===== src/rtl/io_bridge.sv =====
`timescale 1ns/1ps
// Byte-bus bridge between the CPU core, the block RAM and the UART/timer/stop
// I/O window at 0x30000-0x30007.
module io_bridge #(
    parameter int TX_DEPTH = 16,
    parameter int RX_DEPTH = 16
) (
    input  logic        clk_in,
    input  logic        rst_in,
    input  logic [31:0] cpu_a,
    input  logic        cpu_wr,
    input  logic [7:0]  cpu_dout,
    output logic [7:0]  cpu_din,
    output logic        cpu_rdy,
    output logic [16:0] ram_a,
    output logic        ram_we,
    output logic [7:0]  ram_dout,
    input  logic [7:0]  ram_din,
    output logic [7:0]  uart_tx_data,
    output logic        uart_tx_valid,
    input  logic        uart_tx_ready,
    input  logic [7:0]  uart_rx_data,
    input  logic        uart_rx_valid,
    output logic        rx_overflow,
    output logic        program_done
);
    localparam int TAW = $clog2(TX_DEPTH);
    localparam int RAW = $clog2(RX_DEPTH);
    localparam logic [TAW:0] TX_ONE = 1;
    localparam logic [RAW:0] RX_ONE = 1;

    logic [7:0]  r_tx_mem [TX_DEPTH];
    logic [7:0]  r_rx_mem [RX_DEPTH];
    logic [TAW:0] r_tx_wp, r_tx_rp;
    logic [RAW:0] r_rx_wp, r_rx_rp;
    logic [31:0] r_cnt, r_snap;
    logic        r_io_q, r_rd0_q, r_stop, r_done, r_ovf;
    logic [7:0]  r_io_data;

    logic        w_io, w_io_hit, w_rd, w_wr, w_rd0, w_snap, w_stop_wr;
    logic        w_tx_push, w_tx_pop, w_tx_empty, w_tx_full;
    logic        w_rx_push, w_rx_pop, w_rx_empty, w_rx_full;
    logic [2:0]  w_off;
    logic [7:0]  w_io_rdata;
    logic        w_unused_a;

    assign w_unused_a = ^cpu_a[31:18];

    assign w_io     = (cpu_a[17:16] == 2'b11);
    assign w_io_hit = w_io && (cpu_a[15:3] == 13'd0);
    assign w_off    = cpu_a[2:0];
    assign w_rd     = cpu_rdy & ~cpu_wr;
    assign w_wr     = cpu_rdy & cpu_wr;

    assign ram_a    = cpu_a[16:0];
    assign ram_dout = cpu_dout;
    assign ram_we   = cpu_wr & ~w_io & cpu_rdy;

    assign w_tx_empty = (r_tx_wp == r_tx_rp);
    assign w_tx_full  = (r_tx_wp[TAW] != r_tx_rp[TAW]) && (r_tx_wp[TAW-1:0] == r_tx_rp[TAW-1:0]);
    assign w_rx_empty = (r_rx_wp == r_rx_rp);
    assign w_rx_full  = (r_rx_wp[RAW] != r_rx_rp[RAW]) && (r_rx_wp[RAW-1:0] == r_rx_rp[RAW-1:0]);

    assign cpu_rdy       = ~w_tx_full;
    assign uart_tx_valid = ~w_tx_empty;
    assign uart_tx_data  = r_tx_mem[r_tx_rp[TAW-1:0]];

    assign w_tx_push = w_wr & w_io_hit & (w_off == 3'd0) & (cpu_dout != 8'h00);
    assign w_tx_pop  = uart_tx_valid & uart_tx_ready;
    assign w_stop_wr = w_wr & w_io_hit & (w_off == 3'd4);
    assign w_snap    = w_rd & w_io_hit & (w_off == 3'd4);

    // A held read of 0x30000 pops only on the first cycle of the run.
    assign w_rd0     = w_rd & w_io_hit & (w_off == 3'd0);
    assign w_rx_pop  = w_rd0 & ~r_rd0_q & ~w_rx_empty;
    assign w_rx_push = uart_rx_valid & (~w_rx_full | w_rx_pop);

    always_comb begin
        w_io_rdata = '0;
        if (w_io_hit) begin
            case (w_off)
                3'd0:    w_io_rdata = w_rx_pop ? r_rx_mem[r_rx_rp[RAW-1:0]] : 8'h00;
                3'd4:    w_io_rdata = r_cnt[7:0];
                3'd5:    w_io_rdata = r_snap[15:8];
                3'd6:    w_io_rdata = r_snap[23:16];
                3'd7:    w_io_rdata = r_snap[31:24];
                default: w_io_rdata = '0;
            endcase
        end
    end

    always_ff @(posedge clk_in) begin
        if (w_tx_push) r_tx_mem[r_tx_wp[TAW-1:0]] <= cpu_dout;
        if (w_rx_push) r_rx_mem[r_rx_wp[RAW-1:0]] <= uart_rx_data;
    end

    always_ff @(posedge clk_in or negedge rst_in) begin
        if (!rst_in) begin
            r_tx_wp <= '0;
            r_tx_rp <= '0;
            r_rx_wp <= '0;
            r_rx_rp <= '0;
            r_ovf   <= 1'b0;
        end else begin
            if (w_tx_push) r_tx_wp <= r_tx_wp + TX_ONE;
            if (w_tx_pop)  r_tx_rp <= r_tx_rp + TX_ONE;
            if (w_rx_push) r_rx_wp <= r_rx_wp + RX_ONE;
            if (w_rx_pop)  r_rx_rp <= r_rx_rp + RX_ONE;
            if (uart_rx_valid & ~w_rx_push) r_ovf <= 1'b1;
        end
    end

    always_ff @(posedge clk_in or negedge rst_in) begin
        if (!rst_in) begin
            r_cnt  <= '0;
            r_snap <= '0;
        end else begin
            r_cnt <= r_cnt + 32'd1;
            if (w_snap) r_snap <= r_cnt;
        end
    end

    // r_io_q resets high so cpu_din reads the cleared io data byte out of reset.
    always_ff @(posedge clk_in or negedge rst_in) begin
        if (!rst_in) begin
            r_io_q    <= 1'b1;
            r_io_data <= '0;
            r_rd0_q   <= 1'b0;
            r_stop    <= 1'b0;
            r_done    <= 1'b0;
        end else begin
            if (cpu_rdy) begin
                r_io_q    <= w_io;
                r_io_data <= w_io_rdata;
            end
            r_rd0_q <= w_rd0;
            if (w_stop_wr) r_stop <= 1'b1;
            if (r_stop & w_tx_empty) r_done <= 1'b1;
        end
    end

    assign cpu_din      = r_io_q ? r_io_data : ram_din;
    assign rx_overflow  = r_ovf;
    assign program_done = r_done;

endmodule


===== config.mk =====
export PLATFORM = sky130hd
export DESIGN_NAME = io_bridge
export DESIGN_NICKNAME = d
export VERILOG_FILES = /design/src/rtl/io_bridge.sv
export SDC_FILE = /design/constraint.sdc
export NUM_CORES = 1
export LEC_CHECK = 0
export CAP_MARGIN = 20
export CORE_MARGIN = 2
export CORE_UTILIZATION = 33
export CTS_BUF_LIST = sky130_fd_sc_hd__clkbuf_8 sky130_fd_sc_hd__clkbuf_16
export CTS_CLUSTER_DIAMETER = 30
export DETAILED_ROUTE_END_ITERATION = 8
export GPL_TIMING_DRIVEN = 1
export HOLD_SLACK_MARGIN = 0.08
export PLACE_DENSITY = 0.58
export SLEW_MARGIN = 40
export SYNTH_ARGS = -nofsm -noshare
export SYNTH_HDL_FRONTEND = slang
export SYNTH_SLANG_ARGS = --single-unit
export TNS_END_PERCENT = 30

===== constraint.sdc =====
create_clock -name clk_in -period 3.35 [get_ports clk_in]
set_clock_uncertainty 0.2 [all_clocks]
set_input_delay 0.67 -clock clk_in [delete_from_list [all_inputs] [get_ports clk_in]]
set_output_delay 0.67 -clock clk_in [all_outputs]
set_load 0.03 [all_outputs]

Word-level counts from Yosys, hierarchy flattened
Memory sizes are Yosys's and may differ from the RTL's.
Index checks and enable logic that the tools add are counted.
- divide/modulo/power cells: 0
- multiply operators: 0
- bitwise logic cells: 26
- shift-type cells: 0
- reduce and logical (&&, ||, !) cells: 6
- equality and inequality tests: 11
- muxes and demuxes: 8
- $lt $le $gt $ge: 0
- add/sub/neg operators: 5
- operators by type and width (kind ; number):
    $pmux 8 s5 ; 1
    $add 32x1->32 const B ; 1
    $mux 8 ; 3
    $add 5x1->5 const B ; 4
    $and 1x1->1 ; 17
    $logic_not 13->1 ; 1
    $eq 3x3->1 const B ; 4
    $eq 5x5->1 ; 2
    $eq 4x4->1 ; 2
    $not 1->1 ; 8
    $reduce_bool 8->1 ; 1
    $mux 1 ; 4
    $logic_and 1x1->1 ; 3
    $logic_not 3->1 ; 1
    $eq 2x2->1 const B ; 1
    $ne 1x1->1 ; 2
    $or 1x1->1 ; 1
- logic and storage cells: 70
- output and inout bits: 46
- latch bits: 0
- register bits: 97
- memories: 2
- memory bits (writable): 256
- ROM bits: 0
- memories (name ; words ; width ; rd ports ; clocked after Yosys merged registers in ; wr ports ; RTL line ; text):
    r_rx_mem ; 16 ; 8 ; 1 ; 0 ; 1 ; 33 ; logic [7:0] r_rx_mem [RX_DEPTH];
    r_tx_mem ; 16 ; 8 ; 1 ; 0 ; 1 ; 32 ; logic [7:0] r_tx_mem [TX_DEPTH];

Logic depth before layout (Yosys ltp)
- word-level depth: 12
- depth in mapped cells: 9

Worst setup path after synthesis
OpenSTA, ideal clock, no wires.
- kind: in2reg
- from: input port cpu_a[0]
- to: memory r_tx_mem[3][0] (enable)
- path buffers: 1
- slack: 0.320 ns
- data required time: 2.767 ns
- arrival: 2.447 ns
- cell stages on the path: 6
- cells stage by stage: buf_2 -> or2_0 -> a2111o_1 -> nor2_4 -> nand2_1 -> nor3_1
- word-level cells in the longest chain between the ends: 5
- RTL lines (element ; RTL line ; text):
    start: declaration ; 10 ; input logic [31:0] cpu_a,
    $logic_not 3->1 ; 68 ; assign w_tx_push = w_wr & w_io_hit & (w_off == 3'd0) & (cpu_dout != 8'h00);
    $and 1x1->1 (2 in series) ; 68 ;
    $mux 1 ; 93 ; if (w_tx_push) r_tx_mem[r_tx_wp[TAW-1:0]] <= cpu_dout;
    $mux 1 (implied by the code) ; 93 ;
    end: declaration ; 32 ;
Every way passes these cells.

Worst setup path after layout
- from: register r_tx_rp[0]
- to: output port uart_tx_data[1]
- word-level cells in the longest chain between the ends: 1
- RTL lines (element ; RTL line ; text):
    start: declaration ; 34 ; logic [TAW:0] r_tx_wp, r_tx_rp;
    start signal: assignment ; 106 ; if (w_tx_pop) r_tx_rp <= r_tx_rp + TX_ONE;
    $mem_v2 16x8 ; n/a ;
    end: declaration ; 19 ; output logic [7:0] uart_tx_data,
Every way passes these cells.

==> metrics.txt <==
outcome=finished with violations; failing checks=setup timing; EDFF count, synth=256; DIE HEIGHT=213 um; CTS clk-pin slew, worst paths=0.05 ns; Hold Vio Cnt, Final=0; worst slew pin tran=0.576 ns; Total GRT Usage=13.9%; RSZ-0062 raised after global routing=true; part of the cycle the worst path needs=101%; syn nets=867; routed wire length=30400 um; Clock Tree Buf Depth=3; instance count of the mapped netlist=795; WL met2=14800 um; Root Driver=clkbuf_16; critical path's most frequent cell=mux4_2; share of the synthesized area in the top cell type=53.6%; H-tree levels=3; Main synth FF type=edfxtp_1; Max-slew headroom=61.5%; Buffers on Ports=92; Clk Latency, worst-skew pair=0.57 ns; wire per inst=18.7 um; uppermost routed layer=met4; Core Rows=76; power per cell area=779 nW/um^2; # diodes=0; Seq/Total Area, Yosys=69.1%; Avg Cell Area, Syn=18.1 um^2; worst slack at placement=-0.138 ns; # setup viols final=2; Via density=4.67; post-route ant nets=0; total power=14.7 mW; critical path's largest stage delay=0.56 ns; CP delay by family, top=multiplexers; most frequent cells in the layout=edfxtp_1, dfrtp_1, mux4_2, clkdlybuf4s50_1, clkbuf_16; Routability Congestion=0.737; DR pass1 iterations=4; WS Path Type=flip-flop to output pin; Layout Utilization=44.0%; fraction of layout cells with a size suffix above 1=30.9%; final setup margin=-0.0424 ns; mapped cell area=14400 um^2; setup TNS=-0.0549 ns; area leader, netlist=edfxtp_1; DP Wirelength=20100 um; asr flop ratio synth=25.8%; CORE AREA=43000 um^2; area delta synth->final=31.7%; largest net degree at the start of global routing=53; reg-to-reg slack, setup=0.68 ns; Crit Path Max Fanout=8; DR vias=7576; Final Net Count=1054; Min-Delay Path Class=flip-flop to flip-flop; Seq cells post-synth=345; metal1 wirelength=13600 um; Tmin final=3.39 ns; vias in the first global route=7927; chip width=213 um; DR iter-0 viols=382; Crit-path slowest cell=mux4_2; clock tree sinks=345; Critical Path RT=2.48 ns; Worst Path Buf+Inv=3; first-pass GRT wire length=46600 um; CTS buffer count=75; Worst Path Arrival=2.52 ns; Finished Cell Area=18900 um^2; Max Cap Violations=0; Lkg Pwr=6.99 nW; initial antenna violation count=1; area post-placement=16200 um^2; cell breakdown of the critical path=buf_6, buf_12, mux4_2, mux4_2, clkdlybuf4s15_2; Remaining DRCs=0; Initial Util=33.4%; num ports=107; VDD IR max=0.404 mV; FMAX=0.295 GHz; Met3 Wirelength=1350 um; Synth area leaders=edfxtp_1, dfrtp_1, mux4_2; Synth warnings=0; fin. max-slew vios=0; most common cell after layout, fill and taps aside=edfxtp_1; Worst Setup End Kind=output pin; Die ar.=45200 um^2; TritonCTS clock tree=built; Worst Setup Start Kind=flip-flop; Distinct cells, synth=51; GR Overflow Total=0
==> metal layers <==
| metal | GRT usage (%) | vias up |
|---|---|---|
| met5 | 0 | - |
| met4 | 5.71 | 0 |
| met3 | 3.37 | 48 |
| met2 | 22.3 | 173 |
| met1 | 18.3 | 3870 |
| li1 | - | 3485 |
==> kinds of logic (layout without fill, tap and decap cells) <==
kind of cell	after synthesis	in the layout	synth area share, %
flip-flops	345	345	69.1
AND/OR/NAND/NOR	151	151	5.37
multiplexers	125	125	16.2
buffers and inverters	74	317	3.11
XOR/XNOR	56	56	3.63
AO/OA/AOI/OAI	33	33	1.66
adder cells (fa/ha/maj)	11	11	0.959
==> report_power, final <==
| group | switching (mW) | internal, mW | total (mW) |
|---|---|---|---|
| sequential | 0.132 | 4.85 | 4.98 |
| clock | 2.24 | 5.17 | 7.41 |
| combinational | 1.18 | 1.14 | 2.33 |
==> Yosys cell counts (4+ instances only) <==
cell	instances
edfxtp_1	256
dfrtp_1	88
mux4_2	82
nor2_1	37
nand2_1	35
xnor2_1	33
buf_4	31
mux2_2	23
xor2_1	19
nand3_1	16
nor3_1	14
clkbuf_1	13
inv_1	12
mux2_1	12
and3_1	11
ha_1	11
nand4_1	10
buf_2	9
a32oi_1	8
mux2i_1	8
nand2b_1	8
o21ai_0	7
nor4_1	5
o21ai_1	5
buf_6	4
xor2_2	4
==> metrics by stage <==
step                      hold slack, ns  cells
final                              0.265   1623
after CTS                          0.269   1623
after global placement             0.257   1485
after global routing               0.278   1623
after detailed placement           0.259   1485
after floorplan                    0.174    795
==> worst paths after layout <==
| check | from | endpoint | cells after the start |
|---|---|---|---|
| max | r_tx_rp[0]$_DFFE_PN0P_ | uart_tx_data[1] | 5 |
| min | rx_overflow$_DFFE_PN0P_ | rx_overflow$_DFFE_PN0P_ | 1 |
| max reg2reg | r_tx_rp[0]$_DFFE_PN0P_ | r_tx_mem[2][3]$_DFFE_PP_ | 9 |
| min reg2reg | rx_overflow$_DFFE_PN0P_ | rx_overflow$_DFFE_PN0P_ | 1 |
| max in group asynchronous | rst_in | r_tx_wp[4]$_DFFE_PN0P_ | 3 |
| min in group asynchronous | rst_in | r_cnt[17]$_DFF_PN0_ | 2 |
==> cell type report <==
type / instances / area [um^2]
Multi-Input combinational cell: 376 / 4000
Clock buffer: 77 / 1900
Timing Repair Buffer: 170 / 1620
Clock inverter: 56 / 677
Sequential cell: 345 / 9920
Inverter: 14 / 52.6
Tap cell: 585 / 732
Fill cell: 3836 / 24100
==> worst reg2reg max path: cells and delay by family, from the launching register on <==
kind	cells	cell delay [ns]
and+or+nand+nor	4	0.57
buffers and inverters	3	0.53
DFF	1	0.40
xor gates and xnor gates	1	0.17
AOI/OAI and AO/OA	1	0.49
==> registers in the layout, indices dropped and copies added (netlist names) <==
register	flops
program_done	1
r_io_q	1
r_snap	24
r_tx_wp	5
r_rd0_q	1
r_rx_rp	5
r_stop	1
r_rx_mem	128
r_tx_mem	128
r_io_data	8
r_rx_wp	5
r_tx_rp	5
rx_overflow	1
r_cnt	32
==> repair_timing <==
item                                   4_1_cts  5_1_grt
setup buffers                                3        0
hold buffers                                 1        0
endpoints found under the hold margin       36        0
setup endpoints to repair                   10        9
pin swaps                                    1        0
gates cloned                                 1        0
gates resized for setup                     34       11
Note: power is estimated with default switching activity, not from simulation.
